**src/rtl/key_event_bank.sv**
```systemverilog
// key_event_bank: N-channel key front end. Each channel synchronizes, debounces and
// times its key, producing press/release/long/repeat pulses. The pulses are collected
// in per-key pending flags, arbitrated one per cycle into a show-ahead event FIFO and
// handed to the consumer with a valid/ready handshake.
module key_event_bank #(
    parameter int unsigned N_KEYS        = 16,
    parameter logic        PRESS_LEVEL   = 1'b1,
    parameter int unsigned DEB_CYCLES    = 2000000,
    parameter int unsigned LONG_CYCLES   = 100000000,
    parameter int unsigned REPEAT_CYCLES = 20000000,
    parameter int unsigned FIFO_DEPTH    = 8,
    parameter int unsigned CNT_W         = 27,
    parameter int unsigned CODE_W        = 4
) (
    input  logic              sys_clk,
    input  logic              sys_rst_n,
    input  logic [N_KEYS-1:0] key_in,
    input  logic [N_KEYS-1:0] repeat_en,
    output logic [N_KEYS-1:0] key_level,
    output logic [N_KEYS-1:0] key_posedge,
    output logic [N_KEYS-1:0] key_negedge,
    output logic [N_KEYS-1:0] key_long,
    output logic [N_KEYS-1:0] key_repeat,
    output logic              evt_valid,
    output logic [CODE_W-1:0] evt_code,
    output logic [1:0]        evt_type,
    input  logic              evt_ready,
    output logic              evt_overflow,
    input  logic              ovf_clr
);

    localparam int unsigned PTR_W = $clog2(FIFO_DEPTH);
    localparam int unsigned ENT_W = CODE_W + 2;

    localparam logic [CNT_W-1:0] DEB_LAST  = CNT_W'(DEB_CYCLES - 1);
    localparam logic [CNT_W-1:0] LONG_LAST = CNT_W'(LONG_CYCLES - 1);
    localparam logic [CNT_W-1:0] LONG_SAT  = CNT_W'(LONG_CYCLES);
    localparam logic [CNT_W-1:0] REP_LAST  = CNT_W'(REPEAT_CYCLES - 1);
    localparam logic [PTR_W:0]   FIFO_FULL = (PTR_W + 1)'(FIFO_DEPTH);

    // Event type codes double as the bit index into each key's pending vector.
    localparam logic [1:0] EVT_PRESS   = 2'b00;
    localparam logic [1:0] EVT_RELEASE = 2'b01;
    localparam logic [1:0] EVT_LONG    = 2'b10;
    localparam logic [1:0] EVT_REPEAT  = 2'b11;

    // Within one key: press > long > repeat > release.
    function automatic logic [1:0] pick_type(input logic [3:0] p);
        if (p[EVT_PRESS]) begin
            return EVT_PRESS;
        end else if (p[EVT_LONG]) begin
            return EVT_LONG;
        end else if (p[EVT_REPEAT]) begin
            return EVT_REPEAT;
        end
        return EVT_RELEASE;
    endfunction

    logic [3:0] evt_pulse [N_KEYS];

    // ------------------------------------------------------------------
    // Per-key channels
    // ------------------------------------------------------------------
    for (genvar i = 0; i < N_KEYS; i++) begin : g_key
        logic             key_norm;
        logic [1:0]       sync_q, sync_d;
        logic             stable_q, stable_d;
        logic [CNT_W-1:0] deb_cnt_q, deb_cnt_d;
        logic [CNT_W-1:0] hold_cnt_q, hold_cnt_d;
        logic [CNT_W-1:0] rep_cnt_q, rep_cnt_d;
        logic             pos_q, pos_d;
        logic             neg_q, neg_d;
        logic             long_q, long_d;
        logic             rep_q, rep_d;
        logic             accept;

        // 1 means pressed regardless of the board's key polarity.
        assign key_norm = key_in[i] ~^ PRESS_LEVEL;

        // Debounce, edge detection and hold/repeat timing for one key.
        always_comb begin
            sync_d     = {sync_q[0], key_norm};
            stable_d   = stable_q;
            deb_cnt_d  = '0;
            accept     = 1'b0;
            hold_cnt_d = hold_cnt_q;
            rep_cnt_d  = rep_cnt_q;
            long_d     = 1'b0;
            rep_d      = 1'b0;

            if (sync_q[1] != stable_q) begin
                if (deb_cnt_q == DEB_LAST) begin
                    accept   = 1'b1;
                    stable_d = sync_q[1];
                end else begin
                    deb_cnt_d = deb_cnt_q + 1'b1;
                end
            end

            // Edge pulses are registered so they line up with the new key_level.
            pos_d = accept & sync_q[1];
            neg_d = accept & ~sync_q[1];

            if (accept) begin
                // Both press and release restart the hold timing; a release
                // edge also blocks any long/repeat pulse in the same cycle.
                hold_cnt_d = '0;
                rep_cnt_d  = '0;
            end else if (stable_q) begin
                if (hold_cnt_q != LONG_SAT) begin
                    hold_cnt_d = hold_cnt_q + 1'b1;
                    long_d     = (hold_cnt_q == LONG_LAST);
                end else if (repeat_en[i]) begin
                    if (rep_cnt_q == REP_LAST) begin
                        rep_cnt_d = '0;
                        rep_d     = 1'b1;
                    end else begin
                        rep_cnt_d = rep_cnt_q + 1'b1;
                    end
                end
            end
        end

        // Channel state registers.
        always_ff @(posedge sys_clk or negedge sys_rst_n) begin
            if (!sys_rst_n) begin
                sync_q     <= '0;
                stable_q   <= 1'b0;
                deb_cnt_q  <= '0;
                hold_cnt_q <= '0;
                rep_cnt_q  <= '0;
                pos_q      <= 1'b0;
                neg_q      <= 1'b0;
                long_q     <= 1'b0;
                rep_q      <= 1'b0;
            end else begin
                sync_q     <= sync_d;
                stable_q   <= stable_d;
                deb_cnt_q  <= deb_cnt_d;
                hold_cnt_q <= hold_cnt_d;
                rep_cnt_q  <= rep_cnt_d;
                pos_q      <= pos_d;
                neg_q      <= neg_d;
                long_q     <= long_d;
                rep_q      <= rep_d;
            end
        end

        assign key_level[i]   = stable_q;
        assign key_posedge[i] = pos_q;
        assign key_negedge[i] = neg_q;
        assign key_long[i]    = long_q;
        assign key_repeat[i]  = rep_q;
        assign evt_pulse[i]   = {rep_q, long_q, neg_q, pos_q};
    end

    // ------------------------------------------------------------------
    // Pending flags, arbiter and FIFO
    // ------------------------------------------------------------------
    logic [3:0]        pend_q [N_KEYS];
    logic [3:0]        pend_d [N_KEYS];
    logic [3:0]        clr_mask [N_KEYS];
    logic              grant_valid;
    logic [CODE_W-1:0] grant_key;
    logic [1:0]        grant_type;
    logic [3:0]        grant_onehot;
    logic              push, pop, fifo_full;
    logic              ovf_set;
    logic              ovf_q, ovf_d;

    logic [ENT_W-1:0] mem_q [FIFO_DEPTH];
    logic [ENT_W-1:0] mem_d [FIFO_DEPTH];
    logic [PTR_W-1:0] wr_ptr_q, wr_ptr_d;
    logic [PTR_W-1:0] rd_ptr_q, rd_ptr_d;
    logic [PTR_W:0]   count_q, count_d;

    assign fifo_full = (count_q == FIFO_FULL);
    assign evt_valid = (count_q != '0);
    assign pop       = evt_valid & evt_ready;
    // A full FIFO still accepts a push in a cycle where the head leaves.
    assign push      = grant_valid & (~fifo_full | pop);

    // Fixed-priority arbiter: lowest key index with anything pending wins.
    always_comb begin
        grant_valid = 1'b0;
        grant_key   = '0;
        grant_type  = EVT_PRESS;
        for (int k = N_KEYS - 1; k >= 0; k--) begin
            if (|pend_q[k]) begin
                grant_valid = 1'b1;
                grant_key   = CODE_W'(k);
                grant_type  = pick_type(pend_q[k]);
            end
        end
        grant_onehot = 4'b0001 << grant_type;
    end

    // Pending update; a pulse landing on a still-pending bit is merged and lost.
    always_comb begin
        ovf_set = 1'b0;
        for (int k = 0; k < N_KEYS; k++) begin
            clr_mask[k] = (push && (grant_key == CODE_W'(k))) ? grant_onehot : 4'b0000;
            pend_d[k]   = (pend_q[k] & ~clr_mask[k]) | evt_pulse[k];
            if (|(evt_pulse[k] & pend_q[k] & ~clr_mask[k])) begin
                ovf_set = 1'b1;
            end
        end
        // Set wins over a simultaneous clear.
        ovf_d = ovf_set | (ovf_q & ~ovf_clr);
    end

    // FIFO write, pointer and occupancy next-state.
    always_comb begin
        mem_d    = mem_q;
        wr_ptr_d = wr_ptr_q;
        rd_ptr_d = rd_ptr_q;
        count_d  = count_q;
        if (push) begin
            mem_d[wr_ptr_q] = {grant_key, grant_type};
            wr_ptr_d        = wr_ptr_q + 1'b1;
        end
        if (pop) begin
            rd_ptr_d = rd_ptr_q + 1'b1;
        end
        if (push && !pop) begin
            count_d = count_q + 1'b1;
        end else if (!push && pop) begin
            count_d = count_q - 1'b1;
        end
    end

    // Shared event-path registers.
    always_ff @(posedge sys_clk or negedge sys_rst_n) begin
        if (!sys_rst_n) begin
            for (int k = 0; k < N_KEYS; k++) begin
                pend_q[k] <= '0;
            end
            for (int e = 0; e < FIFO_DEPTH; e++) begin
                mem_q[e] <= '0;
            end
            wr_ptr_q <= '0;
            rd_ptr_q <= '0;
            count_q  <= '0;
            ovf_q    <= 1'b0;
        end else begin
            pend_q   <= pend_d;
            mem_q    <= mem_d;
            wr_ptr_q <= wr_ptr_d;
            rd_ptr_q <= rd_ptr_d;
            count_q  <= count_d;
            ovf_q    <= ovf_d;
        end
    end

    assign {evt_code, evt_type} = mem_q[rd_ptr_q];
    assign evt_overflow         = ovf_q;

endmodule

```
**config.mk**
```make
export PLATFORM = sky130hd
export DESIGN_NAME = key_event_bank
export DESIGN_NICKNAME = d
export VERILOG_FILES = /design/src/rtl/key_event_bank.sv
export SDC_FILE = /design/constraint.sdc
export NUM_CORES = 2
export LEC_CHECK = 0
export ABC_AREA = 1
export CAP_MARGIN = 20
export CORE_MARGIN = 1
export CORE_UTILIZATION = 40
export DETAILED_ROUTE_END_ITERATION = 7
export GPL_TIMING_DRIVEN = 0
export PLACE_DENSITY = 0.6
export SETUP_SLACK_MARGIN = 0.3
export SLEW_MARGIN = 0
export SYNTH_ARGS = -nofsm -noshare
export SYNTH_HDL_FRONTEND = slang
export SYNTH_SLANG_ARGS = --single-unit
```
**constraint.sdc**
```tcl
create_clock -name sys_clk -period 4.2 [get_ports sys_clk]
set_input_delay 0.84 -clock sys_clk [delete_from_list [all_inputs] [get_ports sys_clk]]
set_output_delay 0.84 -clock sys_clk [all_outputs]
set_load 0.005 [all_outputs]
```
==> metrics.cfg <==
[run_status]
status=complete, but fails checks
violations=DRC

[power]
p_clk_share_pct=49.0
leakage_nw=41.16
vdd_drop_max_mv=0.3488
p_int_mw=25.61
pwr-share-comb_pct=6.0
power_density_mw_per_mm2=357.2
power.switching_mw=7.996
p_total_mw=33.61
power_frac_seq_pct=45.0
p_sw_share_pct=23.79

[grt]
grt_pass1_wl_mm=340.7
grt_max_degree=169
grt.total_usage_pct=19.76
gr-total-overflow=0
grt_antenna_before_repair=4
grt_pass1_vias=68406

[worst_setup_path]
crit_fanout=10
crit_required_ns=4.90
endpoint_kind=register
max_stage_delay_ns=0.41
cpMostUsedCell=nand2_1
path_cells=nor2_2 > nand2_2 > buf_4 > a31oi_1 > o21ai_0 > nand2_1 > nand2_1 > nand2_1 > nand2_1 > nand2_1 > a21oi_1 > o21ai_0 > nand2_1 > nand2_1 > clkbuf_2 > nand2_1 > nor3_2 > nand4_1 > nand2_1 > nand4_1 > nor2_1 > nand2_1 > nor2_1 > nand2_1
r2r_start=pend_q[10]
crit_arrival_ns=4.54
path_class=register to register
startpoint=pend_q[10]
cpMaxStageDelayCell=dfrtp_1
cp-start-kind=register

[final_layout]
fin_cells=13627
stdcell_area_sq_mm=0.09408
num-nets-final=10907
seqCellArea_sq_mm=0.03832
drive_above_1_share_pct=7.664
fill_cells=19593
multiInputGateArea_sq_mm=0.03651
syn_to_final_growth_pct=15.78

[placement]
dp.final_hpwl_mm=149.2
dp_cells=13223
portBuffers=123
place_area_sq_mm=0.08613
place_congestion=0.9177

[synth]
synth.ff_latch_count=1531
syn_area_per_cell_sq_um=7.800
syn_inst=10418
synthSimpleGateAreaFrac_pct=29.31
synth_edf_count=0
synth_compound_area_share_pct=12.07
async_reset_ff_share_pct=100.0
synthAdderAreaFrac_pct=1.087
syn_area_sq_mm=0.08126
synth_xor_area_share_pct=1.261
synth_mux_area_share_pct=0
seq_area_frac_synth_pct=47.15
synth_top_family_by_area=simple AND/OR/NAND/NOR gates
synthFlopType=dfrtp_1
yosysUniqueCellTypes=74
syn_nets=10524
ys_warn_count=0

[route]
drt_iter0_drc=5015
avgRoutedWirePerCell_um=15.05
drc=2
routed_wl_mm=205.0
first_pass_iters=8
vias=71553
ant_nets=0
drt-vias-per-instance=5.251

[sta]
maxSlewViolCount=0
timing.fmax_mhz=260.3
finalSetupViolations=0
relSlewSlack_pct=32.60
period_needed_ns=3.842
fin_crit_sh_pct=91.48
worstMarginPinSlew_ns=1.011
skew_ns=0.02431
hold_viol_final=0
rsz0062_at_grt=true
finalSetupTns_ns=0

[clocking]
path_clk_slew_ns=0.06
numCtsBuffers=174
clock_latency_ns=0.83
cts_tree=yes
clk_path_buf_depth=3
htree_levels=4
clockRootBuffer=clkbuf_16
clkSinkCount=1531

[die]
dieArea_sq_mm=0.2050
pin_count=124
placeableCoreArea_sq_mm=0.2019
initial_utilization_pct=40.25
fp.dieW_um=452.7
die_y_um=452.7
num_rows=165

[hold_path]
holdCritStartpoint=g_key[2].sync_q[0]
hold_path_class=register to register

[job]
drv_cap=0

## power by group through the flow
stage | Combinational (mW) | Clock (mW) | Sequential [mW]
finish | 2.02 | 16.5 | 15.1
global route | 2.25 | 17.6 | 15.1
detailed placement | 1.87 | 0 | 15.4
CTS | 1.91 | 17.0 | 15.1
floorplan | 0.952 | 0 | 15.3
global placement | 1.69 | 0 | 15.5
## state kept, by name, indices dropped and copies added (netlist names)
name              cells
g_key.rep_q          16
mem_q                48
g_key.sync_q         32
g_key.long_q         16
wr_ptr_q              3
g_key.rep_cnt_q     432
g_key.deb_cnt_q     432
g_key.hold_cnt_q    432
g_key.pos_q          16
evt_overflow          1
rd_ptr_q              3
count_q               4
g_key.neg_q          16
g_key.stable_q       16
pend_q               64
## path summary, 6_finish.rpt
kind,to,slack [ns],cells after the start
setup / recovery,evt_overflow,0.36,24
hold reg to reg,g_key[2].sync_q[1],0.35,0
max in group asynchronous,g_key[6].rep_cnt_q[16],1.14,5
hold / removal,g_key[2].sync_q[1],0.35,0
min in group asynchronous,g_key[10].rep_cnt_q[24],0.57,2
setup reg to reg,evt_overflow,0.36,24
## cell families (layout without fill, tap and decap cells)
group / after synthesis / after routing
compound gates: 1727 / 1727
xor+xnor: 117 / 117
fa+ha+maj: 70 / 70
buf+inv: 1889 / 2419
flops: 1531 / 1531
other cells: 0 / 7
simple gates: 5084 / 5084
## critical path, delay by kind of cell (launching register included)
kind                   cells  cell delay [ns]
and+or+nand+nor           18             2.37
buffers and inverters      2             0.43
DFF                        1             0.41
AOI/OAI and AO/OA          4             0.50
## metrics by stage
step | util [%] | setup slack (ns) | hold slack, ns
4_1_cts | 45.83 | 0.09725 | 0.3506
2_1_floorplan | - | 0.7664 | 0.3312
5_1_grt | 46.59 | 0.07040 | 0.3569
3_3_place_gp | 42.51 | -69.79 | 0.3329
6_report | 46.60 | 0.3577 | 0.3478
3_5_place_dp | 42.66 | -0.3344 | 0.3370
## placed cells by master, fill, tap and decap left out, types with 86 or more instances in the layout
master           count
nor2_1            1298
o21ai_0            501
nand2_1           1429
nand3_1            463
dfrtp_1           1528
xor2_1              86
nor3b_1            104
nor3_1             791
a21oi_1            765
nand4_1            364
clkbuf_16          177
clkdlybuf4s50_1    122
nor4_1             285
buf_4              150
inv_1             1634
clkbuf_1           120
## cell usage after synthesis (79+ instances only)
cell type,number,area [sq um]
a21oi_1,765,3829
a31oi_1,79,494.2
buf_4,81,608.1
clkbuf_1,104,390.4
dfrtp_1,1531,38310
inv_1,1645,6175
nand2_1,1450,5443
nand3_1,485,2427
nand4_1,364,2277
nor2_1,1345,5049
nor3_1,819,4099
nor3b_1,104,780.8
nor4_1,314,1964
o21ai_0,503,2517
xor2_1,86,753.2
## metal layers
layer,vias up,routed length (um),global-route usage (%)
met5,-,0,0
met4,0,7477,7.579
met3,332,8339,2.833
met2,1410,95740,32.36
met1,34002,93480,26.37
li1,35809,-,-
## layout make-up
class | count | area share [%]
Antenna cell | 7 | 0.01862
Sequential cell | 1531 | 40.73
Multi-Input combinational cell | 6998 | 38.80
Timing Repair Buffer | 207 | 2.264
Clock buffer | 239 | 5.272
Inverter | 1692 | 6.768
Buffer | 197 | 1.177
Clock inverter | 84 | 1.419
Tap cell | 2672 | 3.554
## repair_timing
item	in CTS	in global routing
endpoints found under the hold margin	69	0
gates resized for setup	25	232
setup buffers	2	69
setup endpoints to repair	84	195
hold buffers	1	0
gates cloned	0	2
pin swaps	2	65
No activity file was read; power rests on OpenSTA's default activity.
